`src/rtl/ps2_host_tx.sv`:
```
// Host-to-device PS/2 transmitter: inhibits the bus, issues request-to-send,
// shifts out one odd-parity frame on device clock falls and checks the device ACK.
module ps2_host_tx #(
  parameter int unsigned INHIBIT_CYCLES = 5000,
  parameter int unsigned TIMEOUT_CYCLES = 1000000
) (
  input  logic       clk,
  input  logic       rst,
  input  logic [7:0] tx_data,
  input  logic       tx_valid,
  output logic       tx_ready,
  output logic       busy,
  output logic       tx_done,
  output logic       tx_error,
  input  logic       keyclk_in,
  input  logic       keydata_in,
  output logic       keyclk_oe,
  output logic       keydata_oe
);

  localparam int unsigned INH_W = $clog2(INHIBIT_CYCLES + 1);
  localparam int unsigned TMO_W = $clog2(TIMEOUT_CYCLES + 1);

  typedef enum logic [2:0] {
    S_IDLE,
    S_INHIBIT,
    S_REQ,
    S_BITS,
    S_ACK,
    S_WAIT_IDLE
  } state_t;

  state_t           state_q, state_d;
  logic [INH_W-1:0] inh_cnt_q, inh_cnt_d;
  logic [TMO_W-1:0] tmo_cnt_q, tmo_cnt_d;
  logic [3:0]       bit_idx_q, bit_idx_d;
  logic [9:0]       frame_q, frame_d;
  logic             ack_ok_q, ack_ok_d;
  logic             keyclk_oe_q, keyclk_oe_d;
  logic             keydata_oe_q, keydata_oe_d;
  logic             tx_done_q, tx_done_d;
  logic             tx_error_q, tx_error_d;

  logic clk_meta, clk_s, clk_s_prev;
  logic dat_meta, dat_s;
  logic fall;
  logic timeout;

  // Synchronisers idle high so reset release never fakes a clock fall.
  always_ff @(posedge clk or negedge rst) begin
    if (!rst) begin
      clk_meta   <= 1'b1;
      clk_s      <= 1'b1;
      clk_s_prev <= 1'b1;
      dat_meta   <= 1'b1;
      dat_s      <= 1'b1;
    end else begin
      clk_meta   <= keyclk_in;
      clk_s      <= clk_meta;
      clk_s_prev <= clk_s;
      dat_meta   <= keydata_in;
      dat_s      <= dat_meta;
    end
  end

  assign fall    = clk_s_prev & ~clk_s;
  assign timeout = (tmo_cnt_q == TMO_W'(TIMEOUT_CYCLES - 1));

  always_ff @(posedge clk or negedge rst) begin
    if (!rst) begin
      state_q      <= S_IDLE;
      inh_cnt_q    <= '0;
      tmo_cnt_q    <= '0;
      bit_idx_q    <= '0;
      frame_q      <= '0;
      ack_ok_q     <= 1'b0;
      keyclk_oe_q  <= 1'b0;
      keydata_oe_q <= 1'b0;
      tx_done_q    <= 1'b0;
      tx_error_q   <= 1'b0;
    end else begin
      state_q      <= state_d;
      inh_cnt_q    <= inh_cnt_d;
      tmo_cnt_q    <= tmo_cnt_d;
      bit_idx_q    <= bit_idx_d;
      frame_q      <= frame_d;
      ack_ok_q     <= ack_ok_d;
      keyclk_oe_q  <= keyclk_oe_d;
      keydata_oe_q <= keydata_oe_d;
      tx_done_q    <= tx_done_d;
      tx_error_q   <= tx_error_d;
    end
  end

  // Line enables are computed for the next state and registered, so each
  // state sees its own oe values from its first cycle.
  always_comb begin
    state_d      = state_q;
    inh_cnt_d    = inh_cnt_q;
    tmo_cnt_d    = tmo_cnt_q;
    bit_idx_d    = bit_idx_q;
    frame_d      = frame_q;
    ack_ok_d     = ack_ok_q;
    keyclk_oe_d  = keyclk_oe_q;
    keydata_oe_d = keydata_oe_q;
    tx_done_d    = 1'b0;
    tx_error_d   = 1'b0;

    case (state_q)
      S_IDLE: begin
        keyclk_oe_d  = 1'b0;
        keydata_oe_d = 1'b0;
        if (tx_valid) begin
          frame_d     = {1'b1, ~^tx_data, tx_data};
          inh_cnt_d   = '0;
          keyclk_oe_d = 1'b1;
          state_d     = S_INHIBIT;
        end
      end

      S_INHIBIT: begin
        keyclk_oe_d = 1'b1;
        if (inh_cnt_q == INH_W'(INHIBIT_CYCLES - 1)) begin
          keydata_oe_d = 1'b1;
          state_d      = S_REQ;
        end else begin
          inh_cnt_d = inh_cnt_q + INH_W'(1);
        end
      end

      S_REQ: begin
        keyclk_oe_d  = 1'b0;
        keydata_oe_d = 1'b1;
        bit_idx_d    = '0;
        tmo_cnt_d    = '0;
        state_d      = S_BITS;
      end

      S_BITS: begin
        tmo_cnt_d = tmo_cnt_q + TMO_W'(1);
        if (timeout) begin
          keyclk_oe_d  = 1'b0;
          keydata_oe_d = 1'b0;
          tx_error_d   = 1'b1;
          state_d      = S_IDLE;
        end else if (fall) begin
          keydata_oe_d = ~frame_q[bit_idx_q];
          bit_idx_d    = (bit_idx_q == 4'hF) ? bit_idx_q : bit_idx_q + 4'd1;
          if (bit_idx_q == 4'd9) state_d = S_ACK;
        end
      end

      S_ACK: begin
        tmo_cnt_d = tmo_cnt_q + TMO_W'(1);
        if (timeout) begin
          keyclk_oe_d  = 1'b0;
          keydata_oe_d = 1'b0;
          tx_error_d   = 1'b1;
          state_d      = S_IDLE;
        end else if (fall) begin
          ack_ok_d = ~dat_s;
          state_d  = S_WAIT_IDLE;
        end
      end

      S_WAIT_IDLE: begin
        tmo_cnt_d = tmo_cnt_q + TMO_W'(1);
        if (timeout) begin
          keyclk_oe_d  = 1'b0;
          keydata_oe_d = 1'b0;
          tx_error_d   = 1'b1;
          state_d      = S_IDLE;
        end else if (clk_s && dat_s) begin
          keyclk_oe_d  = 1'b0;
          keydata_oe_d = 1'b0;
          tx_done_d    = ack_ok_q;
          tx_error_d   = ~ack_ok_q;
          state_d      = S_IDLE;
        end
      end

      default: begin
        keyclk_oe_d  = 1'b0;
        keydata_oe_d = 1'b0;
        state_d      = S_IDLE;
      end
    endcase
  end

  assign tx_ready   = (state_q == S_IDLE);
  assign busy       = (state_q != S_IDLE);
  assign tx_done    = tx_done_q;
  assign tx_error   = tx_error_q;
  assign keyclk_oe  = keyclk_oe_q;
  assign keydata_oe = keydata_oe_q;

endmodule

```
`config.mk`:
```
export PLATFORM = sky130hd
export DESIGN_NAME = ps2_host_tx
export DESIGN_NICKNAME = d
export VERILOG_FILES = /design/src/rtl/ps2_host_tx.sv
export SDC_FILE = /design/constraint.sdc
export NUM_CORES = 1
export LEC_CHECK = 0
export CAP_MARGIN = 20
export CORE_ASPECT_RATIO = 0.6
export CORE_UTILIZATION = 53
export CTS_CLUSTER_DIAMETER = 200
export DETAILED_ROUTE_END_ITERATION = 7
export PLACE_DENSITY = 0.75
export SYNTH_ARGS = -nofsm -noshare
export SYNTH_HDL_FRONTEND = slang
export SYNTH_SLANG_ARGS = --single-unit
```
`constraint.sdc`:
```
create_clock -name clk -period 1.9 [get_ports clk]
set_input_delay 0.38 -clock clk [delete_from_list [all_inputs] [get_ports clk]]
set_output_delay 0.38 -clock clk [all_outputs]
set_load 0.01 [all_outputs]
```
# Yosys cells after proc, flatten, opt, wreduce, memory -nomap -nowiden
# Cells that the tools add are included.
[totals]
reg_bits = 60
in_bits = 13
out_inout_bits = 6
elab_cells = 98
[op_classes]
add_sub_neg = 3
n_lt_le_gt_ge = 1
eq_ne = 21
n_mux = 36
bitwise = 6
n_reduce_logical = 16
[op_table]
columns = ["op", "n"]
rows = [
  ["$pmux 20 s2", 1],
  ["$mux 3", 9],
  ["$mux 13", 2],
  ["$pmux 13 s2", 1],
  ["$add 20x1->20 const B", 1],
  ["$eq 20x20->1 const B", 1],
  ["$pmux 3 s6", 1],
  ["$mux 1", 14],
  ["$ne 2x2->1 const B", 7],
  ["$add 13x1->13 const B", 1],
  ["$eq 13x13->1 const B", 1],
  ["$mux 4", 3],
  ["$ne 3x3->1 const B", 4],
  ["$eq 4x4->1 const B", 2],
  ["$pmux 4 s2", 1],
  ["$reduce_and 4->1", 2],
  ["$reduce_xnor 8->1", 1],
  ["$eq 3x2->1 const B", 2],
  ["$eq 3x3->1 const B", 2],
  ["$reduce_and 3->1", 2],
  ["$reduce_and 6->1", 1],
  ["$reduce_bool 2->1", 3],
  ["$lt 4x5->1 const B", 1],
  ["$not 1->1", 5],
  ["14 further kinds", 15],
]

# Logic depth before layout (Yosys ltp)
[logic_depth]
word_depth = 6
ltp_mapped = 8
mapped_depth_nobuf = 7

# Worst setup path before layout
# No wires, ideal clock.
[synth_path]
path_type = "reg-to-reg"
startpoint = "reg state_q[2]"
endpoint = "reg frame_q[0]"
arrival_ns = 1.723
slack_ns = 0.052
stages_incl_launch_ff = 8
synth_period_minus_slack_ns = 1.848
cell_sequence = "dfrtp_1 -> buf_2 -> nor2_1 -> nand2_1 -> inv_1 -> and2_1 -> buf_2 -> mux2_2"
[synth_via]
elab_chain_cells = 2
[synth_rtl]
columns = ["item", "line", "text"]
rows = [
  ["start: declaration", "33", "state_t state_q, state_d;"],
  ["start signal: assignment", "82", "state_q <= state_d;"],
  ["$logic_not 3->1", "n/a", ""],
  ["named net tx_ready", "11", "output logic tx_ready,"],
  ["$reduce_and 2->1 (no source line)", "n/a", ""],
  ["end signal: assignment", "86", "frame_q <= frame_d;"],
  ["end: declaration", "37", "logic [9:0] frame_q, frame_d;"],
]
# The timed path passes the listed nets, and every way through them passes these cells.
# A chain may end at the register's enable or synchronous reset.

# Worst setup path after layout
[layout_path]
startpoint = "reg tmo_cnt_q[13]"
endpoint = "reg keydata_oe_q (netlist: keydata_oe)"
[layout_via]
elab_chain_cells = 3
word_cells_on_any_way = 8
classes_between = "4 x eq/ne; 3 x mux; 1 x reduce/logical"
[layout_rtl]
columns = ["item", "line", "text"]
rows = [
  ["start: declaration", "35", "logic [TMO_W-1:0] tmo_cnt_q, tmo_cnt_d;"],
  ["start signal: assignment", "84", "tmo_cnt_q <= tmo_cnt_d;"],
  ["$eq 20x20->1 (*)", "67", "assign timeout = (tmo_cnt_q == TMO_W'(TIMEOUT_CYCLES - 1));"],
  ["$ne 3x3->1 (no source line) (tied with other cells)", "n/a", ""],
  ["$reduce_and 4->1 (no source line) or $pmux 1 s5 (tied branches)", "n/a", ""],
  ["end signal: assignment", "89", "keydata_oe_q <= keydata_oe_d;"],
  ["end: declaration", "40", "logic keydata_oe_q, keydata_oe_d;"],
]
# Every way passes the cells marked *; elsewhere a longest branch is shown, timed or not.

==> metrics.txt <==
clock buffer depth 2; fin crit share 95.9%; CP Capture Type flop; Synth area leaders dfrtp_1 (44%), o21ai_0 (4.4%), dfstp_2 (4.2%); initial DRC count 214; Crit Path Max Fanout 2; Ant. Diodes 0; GP Congestion 0.901; fill count 444; sequential area share after synthesis 47.9%; Setup Crit Path Kind flop to flop; Pwr per Cell Area 1240 nW/um^2; DRC Markers 0; initial antenna violation count 0; proportion of layout cells with a drive suffix above 1 20.4%; RSZ-0062 raised after global routing true; CTS tree yes; effective utilization at floorplan 55.8%; final setup violation count 0; Detailed Place HPWL 5.05 mm; CP max stage delay 560 ps; Final Hold Viols 0; area delta synth->final 24.3%; core area 5650 sq um; first-pass GRT wire length 11.5 mm; Seq pwr share 36.3%; number of global-route vias before repair 2364; sw frac 32.4%; DRT antenna net count 0; CTS Root Cell clkbuf_8; Leak 1.71 nW; Max Cap Viol 0; Internal 3.27 mW; Clock transition at path regs 70 ps; fraction of registers with async set/reset 100%; max_slew headroom 70.1%; Worst setup SP type flop; max-slew violation count 0; H-tree depth 3; top-count cell post-synth dfrtp_1; detailed-route vias per instance 5.71; number of synthesized flops with an enable pin 0; Worst Min Path Start dat_meta; skew final 9.86 ps; Post-Syn Instances 330; largest net degree at the start of global routing 43; power share of the clock group 29.5%; crit path DAT 2050 ps; total track usage 25.2%; Synth top cells by count dfrtp_1 (55), nand2_1 (35), nor2_1 (35); IO Port Bufs 18; wire per inst 15.7 um; Yosys Warn Count 0; Die ar. 6270 sq um; Crit path required time 2130 ps; worst path cell trace or4b_4 > nor4_4 > nand2_2 > nand2_1 > nand2_1 > mux2_4; Post-synth top flop dfrtp_1; synth unique cells 49; run status finished clean; Worst-Margin Slew 448 ps; highest clock rate 0.549 GHz; Comb pwr share 34.2%; critical path's most frequent cell nand2_1; clock latency on the worst-skew pair 340 ps; Max IR drop VDD 0.000698 V; gr ovfl total 0; Die Y 61.7 um; first-pass detailed-route iteration total 5; Via Count 2646; Place WS 44.7 ps; leading area contributor after synthesis dfrtp_1; Mapped Nets 347; fin worst setup slack 77.0 ps; WHS 355 ps; Top Ports 19; synthesized area per cell 9.55 sq um; worst hold path type flop to flop; Overall Power 4.85 mW; Critical Path Source tmo_cnt_q[13]; post-synth top area share 43.7%; die width 102 um; Num CTS Buffers 9; Core Rows 21; Post-Route WL 7.29 mm; FF-to-FF Start tmo_cnt_q[13]; # nets final 395; Psw 1.57 mW; slowest CP cell or4b_4; #FFs+latches synth 60; Cell Area, Synth 3150 sq um; Tmin final 1820 ps; TritonCTS Sinks 60
## routing by layer
metal / up-vias / GRT usage, % / wire, um
met5: - / 0 / 0
met1: 1252 / 37.1 / 3650
li1: 1277 / - / -
met3: 10 / 7.38 / 523
met4: 0 / 7.04 / 69
met2: 107 / 36.1 / 3050
## through the flow
stage / cells / TNS [ps] / util [%] / area [sq um]
floorplan: 330 / 0 / - / 3150
global placement: 443 / 0 / 63.8 / 3600
detailed placement: 443 / 0 / 63.8 / 3600
CTS: 462 / 0 / 68.7 / 3880
global route: 463 / -7.09 / 69.3 / 3920
finish: 463 / 0 / 69.3 / 3920
## layout make-up
class                   count  area (sq um)  area share [%]
multi-input cells         252          1600            40.8
flip-flops and latches     60          1510            38.5
repair buffers             50           444            11.3
clock buffers              12           155            3.96
well taps                  80           100            2.56
clock inverters             4          95.1            2.43
inverters                   5          18.8           0.479
## registers in the layout, summed over array words and instances (netlist names), 3 cells and up
signal,flops
bit_idx_q,4
frame_q,10
inh_cnt_q,13
state_q,3
tmo_cnt_q,20
## worst paths after layout
path	endpoint	slack (ps)	depth (start not counted)
min reg2reg	dat_s	360	0
min in group asynchronous	frame_q[2]	520	2
max in group asynchronous	clk_s_prev	730	3
max	keydata_oe	80	6
max reg2reg	keydata_oe	80	6
min	dat_s	360	0
## cell usage in the layout, fill, tap and decap left out, types with 11 or more instances in the layout
cell and count:
o21ai_0 28, nand2_1 35, clkbuf_8 11, xnor2_1 12, nand3_1 18, dfrtp_1 55
buf_4 29, clkdlybuf4s50_1 15, nor2_1 34
## logic make-up (layout without fill, tap and decap cells)
group           count (synthesis)  after routing  share of synthesized area, %
compound gates                 61             61                          11.5
xor+xnor                       20             20                          5.56
fa+ha+maj                       4              4                          1.59
buf+inv                        18             71                          2.42
flops                          60             60                          47.9
mux                            21             21                          7.23
simple gates                  146            146                          23.9
## power groups by stage
stage / clock network (mW) / registers (mW) / logic (mW)
6_report: 1.43 / 1.76 / 1.66
5_1_grt: 1.53 / 1.79 / 1.83
4_1_cts: 1.46 / 1.75 / 1.64
3_5_place_dp: 0 / 1.77 / 1.59
3_3_place_gp: 0 / 1.76 / 1.55
2_1_floorplan: 0 / 1.70 / 1.03
## what timing repair did
item / CTS / global route
buffers inserted: 2 / 1
endpoints found under the hold margin: 18 / 0
resized for setup: 3 / 7
hold buffers: 1 / 0
setup endpoints to repair: 2 / 16
## critical path: cells and delay by family (launching register included)
| family | cells | cell delay (ps) |
|---|---|---|
| muxes | 1 | 300 |
| and+or+nand+nor | 5 | 1010 |
| DFF | 1 | 410 |
No activity file was read; power rests on OpenSTA's default activity.
